`config.mk`:
```
export PLATFORM = sky130hd
export DESIGN_NAME = cap_switch_sequencer
export DESIGN_NICKNAME = d
export VERILOG_FILES = /design/src/rtl/cap_switch_sequencer.sv
export SDC_FILE = /design/constraint.sdc
export NUM_CORES = 1
export LEC_CHECK = 0
export BUFFER_PORTS_ARGS = -buffer_cell sky130_fd_sc_hd__buf_2
export CORE_MARGIN = 10
export CORE_UTILIZATION = 53
export CTS_CLUSTER_SIZE = 10
export DETAILED_ROUTE_END_ITERATION = 7
export PLACE_DENSITY = 0.84
export SLEW_MARGIN = 20
export SYNTH_ARGS = -nofsm -noshare
export SYNTH_HDL_FRONTEND = slang
export SYNTH_SLANG_ARGS = --single-unit
```
`constraint.sdc`:
```
create_clock -name clk -period 2.74 [get_ports clk]
set_input_delay 0.274 -clock clk [delete_from_list [all_inputs] [get_ports clk]]
set_output_delay 0.274 -clock clk [all_outputs]
set_load 0.05 [all_outputs]
```
`src/rtl/cap_switch_sequencer.sv`:
```
// Frequency-tracking sequencer for the series/parallel capacitor banks.
// Measures the sync period over N_SYNC rising edges, hands the window count to the two
// lut_n instances, and applies their bank states with a break-before-make interval.
module cap_switch_sequencer #(
    parameter int unsigned N_SYNC    = 50,
    parameter int unsigned CNT_W     = 14,
    parameter int unsigned STATE_W   = 7,
    parameter int unsigned N_MIN     = 666,
    parameter int unsigned N_MAX     = 5000,
    parameter int unsigned LUT_LAT   = 2,
    parameter int unsigned DEAD_CLKS = 8
) (
    input  logic               clk,
    input  logic               reset,
    input  logic               sync_in,
    input  logic [STATE_W-1:0] state_ser_lut,
    input  logic [STATE_W-1:0] state_par_lut,
    output logic [CNT_W-1:0]   n_clk_cnts,
    output logic [STATE_W-1:0] state_ser,
    output logic [STATE_W-1:0] state_par,
    output logic               locked,
    output logic               update_strobe,
    output logic               overrun
);

    localparam int unsigned EDGE_W = $clog2(N_SYNC + 1);
    localparam int unsigned LAT_W  = $clog2(LUT_LAT + 1);
    localparam int unsigned DEAD_W = $clog2(DEAD_CLKS + 1);

    localparam logic [EDGE_W-1:0] EDGE_LAST = EDGE_W'(N_SYNC - 1);
    localparam logic [EDGE_W-1:0] EDGE_ONE  = EDGE_W'(1);
    localparam logic [CNT_W-1:0]  CNT_ONE   = CNT_W'(1);
    localparam logic [CNT_W-1:0]  CNT_LIMIT = CNT_W'(N_MAX + 1);
    localparam logic [CNT_W-1:0]  CNT_SAT   = {CNT_W{1'b1}};
    localparam logic [CNT_W:0]    WIN_MIN   = (CNT_W + 1)'(N_MIN);
    localparam logic [CNT_W:0]    WIN_MAX   = (CNT_W + 1)'(N_MAX);
    localparam logic [LAT_W-1:0]  LAT_ONE   = LAT_W'(1);
    localparam logic [LAT_W-1:0]  LAT_LAST  = LAT_W'(LUT_LAT - 1);
    localparam logic [DEAD_W-1:0] DEAD_ONE  = DEAD_W'(1);
    localparam logic [DEAD_W-1:0] DEAD_LAST = DEAD_W'(DEAD_CLKS - 1);

    typedef enum logic {MeasIdle, MeasRun} meas_e;
    typedef enum logic [2:0] {UpdIdle, UpdLookup, UpdCompare, UpdBreak, UpdApply} upd_e;

    logic              sync_meta_q, sync_q, sync_prev_q, edge_p_q;
    meas_e             meas_q;
    logic [CNT_W-1:0]  cnt_q;
    logic [EDGE_W-1:0] edges_q;
    logic              req_q;
    logic [CNT_W:0]    win_w;

    upd_e              upd_q;
    logic [LAT_W-1:0]  lat_q;
    logic [DEAD_W-1:0] dead_q;
    logic [STATE_W-1:0] new_ser_q, new_par_q;

    // Window length: cycles between the start and end pulses.
    assign win_w = {1'b0, cnt_q} + {{CNT_W{1'b0}}, 1'b1};

    // Two-flop synchronizer plus registered rising-edge pulse.
    always_ff @(posedge clk or posedge reset) begin
        if (reset) begin
            sync_meta_q <= 1'b0;
            sync_q      <= 1'b0;
            sync_prev_q <= 1'b0;
            edge_p_q    <= 1'b0;
        end else begin
            sync_meta_q <= sync_in;
            sync_q      <= sync_meta_q;
            sync_prev_q <= sync_q;
            edge_p_q    <= sync_q & ~sync_prev_q;
        end
    end

    // Measurement FSM: counts cycles over N_SYNC edge pulses and publishes valid windows.
    always_ff @(posedge clk or posedge reset) begin
        if (reset) begin
            meas_q     <= MeasIdle;
            cnt_q      <= '0;
            edges_q    <= '0;
            req_q      <= 1'b0;
            n_clk_cnts <= '0;
            locked     <= 1'b0;
        end else begin
            req_q <= 1'b0;
            case (meas_q)
                MeasIdle: begin
                    if (edge_p_q) begin
                        cnt_q   <= '0;
                        edges_q <= '0;
                        meas_q  <= MeasRun;
                    end
                end
                MeasRun: begin
                    if (cnt_q >= CNT_LIMIT) begin
                        // Sync lost: drop lock, banks keep their last states.
                        locked <= 1'b0;
                        meas_q <= MeasIdle;
                    end else begin
                        // Saturate rather than wrap.
                        if (cnt_q != CNT_SAT) begin
                            cnt_q <= cnt_q + CNT_ONE;
                        end
                        if (edge_p_q) begin
                            if (edges_q == EDGE_LAST) begin
                                // End pulse doubles as the start of the next window.
                                cnt_q   <= '0;
                                edges_q <= '0;
                                if (win_w >= WIN_MIN && win_w <= WIN_MAX) begin
                                    n_clk_cnts <= win_w[CNT_W-1:0];
                                    locked     <= 1'b1;
                                    req_q      <= 1'b1;
                                end else begin
                                    locked <= 1'b0;
                                end
                            end else begin
                                edges_q <= edges_q + EDGE_ONE;
                            end
                        end
                    end
                end
                default: meas_q <= MeasIdle;
            endcase
        end
    end

    // Update FSM: wait for the LUTs, then break-before-make onto the new bank states.
    always_ff @(posedge clk or posedge reset) begin
        if (reset) begin
            upd_q         <= UpdIdle;
            lat_q         <= '0;
            dead_q        <= '0;
            new_ser_q     <= '0;
            new_par_q     <= '0;
            state_ser     <= '0;
            state_par     <= '0;
            update_strobe <= 1'b0;
            overrun       <= 1'b0;
        end else begin
            if (req_q && upd_q != UpdIdle) begin
                overrun <= 1'b1;
            end
            case (upd_q)
                UpdIdle: begin
                    if (req_q) begin
                        // req arrives one cycle after n_clk_cnts changed.
                        lat_q <= LAT_ONE;
                        upd_q <= (LUT_LAT <= 1) ? UpdCompare : UpdLookup;
                    end
                end
                UpdLookup: begin
                    if (lat_q >= LAT_LAST) begin
                        upd_q <= UpdCompare;
                    end else begin
                        lat_q <= lat_q + LAT_ONE;
                    end
                end
                UpdCompare: begin
                    if (state_ser_lut == state_ser && state_par_lut == state_par) begin
                        upd_q <= UpdIdle;
                    end else begin
                        // Only bits that stay on remain on during the break.
                        new_ser_q <= state_ser_lut;
                        new_par_q <= state_par_lut;
                        state_ser <= state_ser & state_ser_lut;
                        state_par <= state_par & state_par_lut;
                        dead_q    <= '0;
                        upd_q     <= UpdBreak;
                    end
                end
                UpdBreak: begin
                    if (dead_q == DEAD_LAST) begin
                        state_ser     <= new_ser_q;
                        state_par     <= new_par_q;
                        update_strobe <= 1'b1;
                        upd_q         <= UpdApply;
                    end else begin
                        dead_q <= dead_q + DEAD_ONE;
                    end
                end
                UpdApply: begin
                    update_strobe <= 1'b0;
                    upd_q         <= UpdIdle;
                end
                default: upd_q <= UpdIdle;
            endcase
        end
    end

endmodule

```
==> results.cfg <==
[synth]
yosysWarnings = 0
synthCells = 412
syn_area_um2 = 4280
syn_nets = 451
yosysTopAreaCellShare_pct = 46.8
netlist.top_cell.by_area = dfrtp_1
synth_flop_cell = dfrtp_1
syn_avg_cell_area_um2 = 10.4
ys_seq_elements = 80
synth_cell_types = 60
async_flop_share_pct = 100
synth_area_leaders = dfrtp_1 (47%), ha_1 (6.4%), o21ai_0 (5.1%)
synth-seq-area-share_pct = 46.8
synth-edff-count = 0

[floorplanning]
chipWidth_um = 110
row_count = 32
initial_core_util_pct = 54.8
die-area_um2 = 12100
coreArea_um2 = 7810
ios = 48
die_h_um = 110

[sta]
tightestPinTransition_ps = 714
setup_tns_ps = 0
finalCritPeriodShare_pct = 93.7
whs_ps = 26.7
grt_setup_unrepaired = false
final-max-slew-violation-count = 0
setup_violations = 0
max_freq_ghz = 0.389
skew_ps = 8.46
hold_viol = 0
slew_headroom_pct = 51.8
period_minus_slack_ps = 2570

[layout]
n_fill_cell = 638
fin_cells = 577
mostFrequentLayoutCells = dfrtp_1 (79), nand2_1 (50), buf_2 (47)
syn_to_final_growth_pct = 13.7
final_common_cell = dfrtp_1
drive_above_1_share_pct = 25.7
fin_util_pct = 62.3
nets = 509
insertedDiodeCount = 0

[cts]
cts-htree-levels = 3
clk_pin_slew_ps = 80
worstSkewPairLatency_ps = 350
clockRootBuffer = clkbuf_8
clockBufferDepth = 2
numCtsBuffers = 9
cts.sinks = 80
cts_tree = yes

[placement]
globalplace.congestion = 0.929
place_hpwl_um = 6900
place_inst = 559
port_buffers = 47

[pwr]
irDropWorstVdd_mv = 0.499
powerDensity_nw_per_um2 = 573
p_leak_nw = 2.45

[detailed_routing]
routed-via-count = 3331
drc = 0
via_per_inst = 5.77
drt-pass1-iter-count = 5
first_iter_violations = 191
drt.antenna.violating_nets = 0
wl_um = 9560
wl_per_cell_um = 16.6

[critical_path]
end_kind = flip-flop
crit_chain = nand4_1, or3_1, o311a_1, a21oi_2, and2_4, mux2_2
startpoint = cnt_q[5]
cpLargestDelayFamily = simple AND/OR/NAND/NOR gates
required_ps = 2970
timing.rr.start = cnt_q[5]
critPathBufInv = 0
cp.arrival_ps = 2800
cp_slowest_cell = dfrtp_1
slowest_delay_ps = 550
critPathKind = flip-flop to flip-flop
start_kind = flip-flop
path_max_fanout = 10

[grt]
grt_overflow_total = 0
grt_max_degree = 34
use_met2_pct = 26.8
antenna_found_initial = 0
gr-usage-met1_pct = 19.2
use_met3_pct = 3.63
grt_pass1_wl_um = 15400
top_usage_layer = met2
first_global_vias = 3332
grt_usage_pct = 15.8

[hold_path]
hold_start = sync_in
hold_class = primary input to flip-flop

[outcome]
outcome = complete, no violations

[job]
drv_cap = 0
## where the power goes
group | switching [mW] | internal [mW]
Clock | 0.440 | 0.451
Combinational | 0.311 | 0.227
Sequential | 0.119 | 1.24
## worst register-to-register path: stages (launching register included)
cell and delay, ps:
dfrtp_1 550, nand4_1 210, or3_1 460, o311a_1 390, a21oi_2 210, and2_4 270, mux2_2 360
## timing repair
item,4_1_cts,5_1_grt
endpoints found under the setup margin,0,14
hold endpoints to repair,31,0
setup buffers,0,0
gates resized for setup,0,4
hold buffers,1,0
## logic make-up (layout without fill, tap and decap cells)
kind of cell / after synthesis / count (layout) / share of synthesized area [%]
AO/OA/AOI/OAI: 94 / 94 / 13.6
flip-flops: 80 / 80 / 46.8
XOR/XNOR: 12 / 12 / 2.46
adder cells (fa/ha/maj): 22 / 22 / 6.43
multiplexers: 39 / 39 / 10.4
AND/OR/NAND/NOR: 130 / 131 / 15.9
buffers and inverters: 35 / 97 / 4.47
## stage by stage
step           cell area [um^2]  power (mW)  setup WS (ps)
2_1_floorplan              4280        1.76            177
3_3_place_gp               4650        1.88            178
3_5_place_dp               4650        1.90           81.7
4_1_cts                    4850        2.78           54.8
5_1_grt                    4870        2.95           31.0
6_report                   4870        2.79            171
## cell usage after synthesis, drive strengths merged, types with 3 or more instances
| cell | count |
|---|---|
| dfrtp | 80 |
| nand2 | 50 |
| o21ai | 44 |
| mux2 | 25 |
| ha | 22 |
| nor2 | 21 |
| a21oi | 14 |
| inv | 14 |
| mux2i | 14 |
| buf | 11 |
| clkbuf | 10 |
| nand3 | 10 |
| nor2b | 7 |
| nor3 | 6 |
| xnor2 | 6 |
| xor2 | 6 |
| a31oi | 5 |
| nor4 | 5 |
| and2 | 4 |
| and3 | 4 |
| nand2b | 4 |
| nand4 | 4 |
| or3 | 4 |
| a21o | 3 |
| o211ai | 3 |
| o221ai | 3 |
| o22ai | 3 |
| or2 | 3 |
## metal layers
layer / vias up / share of wire [%]
li1: 1581 / -
met1: 1611 / 43
met2: 121 / 49
met3: 18 / 6.9
met4: 0 / 1.3
met5: - / 0
## final cells by class
type	count	area (um^2)	share of cell area (%)
multi-input cells	298	2100	43.1
flip-flops and latches	80	2000	41.2
clock inverters	4	52.6	1.08
repair buffers	67	388	7.97
well taps	102	128	2.62
clock buffers	12	145	2.98
inverters	14	53.8	1.11
## state kept, by name (all words and copies together), names as in the netlist
name / flops
cnt_q: 14
n_clk_cnts: 14
new_par_q: 7
new_ser_q: 7
state_par: 7
state_ser: 7
edges_q: 6
dead_q: 4
upd_q: 3
lat_q: 2
edge_p_q: 1
locked: 1
meas_q: 1
overrun: 1
req_q: 1
sync_meta_q: 1
sync_prev_q: 1
sync_q: 1
update_strobe: 1
## path summary, 6_finish.rpt
check,to,slack (ps),depth (start not counted)
max reg2reg,n_clk_cnts[10],170,6
max in group asynchronous,upd_q[0],1490,4
max,n_clk_cnts[10],170,6
min,sync_meta_q,30,1
min in group asynchronous,new_ser_q[3],500,3
min reg2reg,sync_q,360,0
Note: power is estimated with default switching activity, not from simulation.
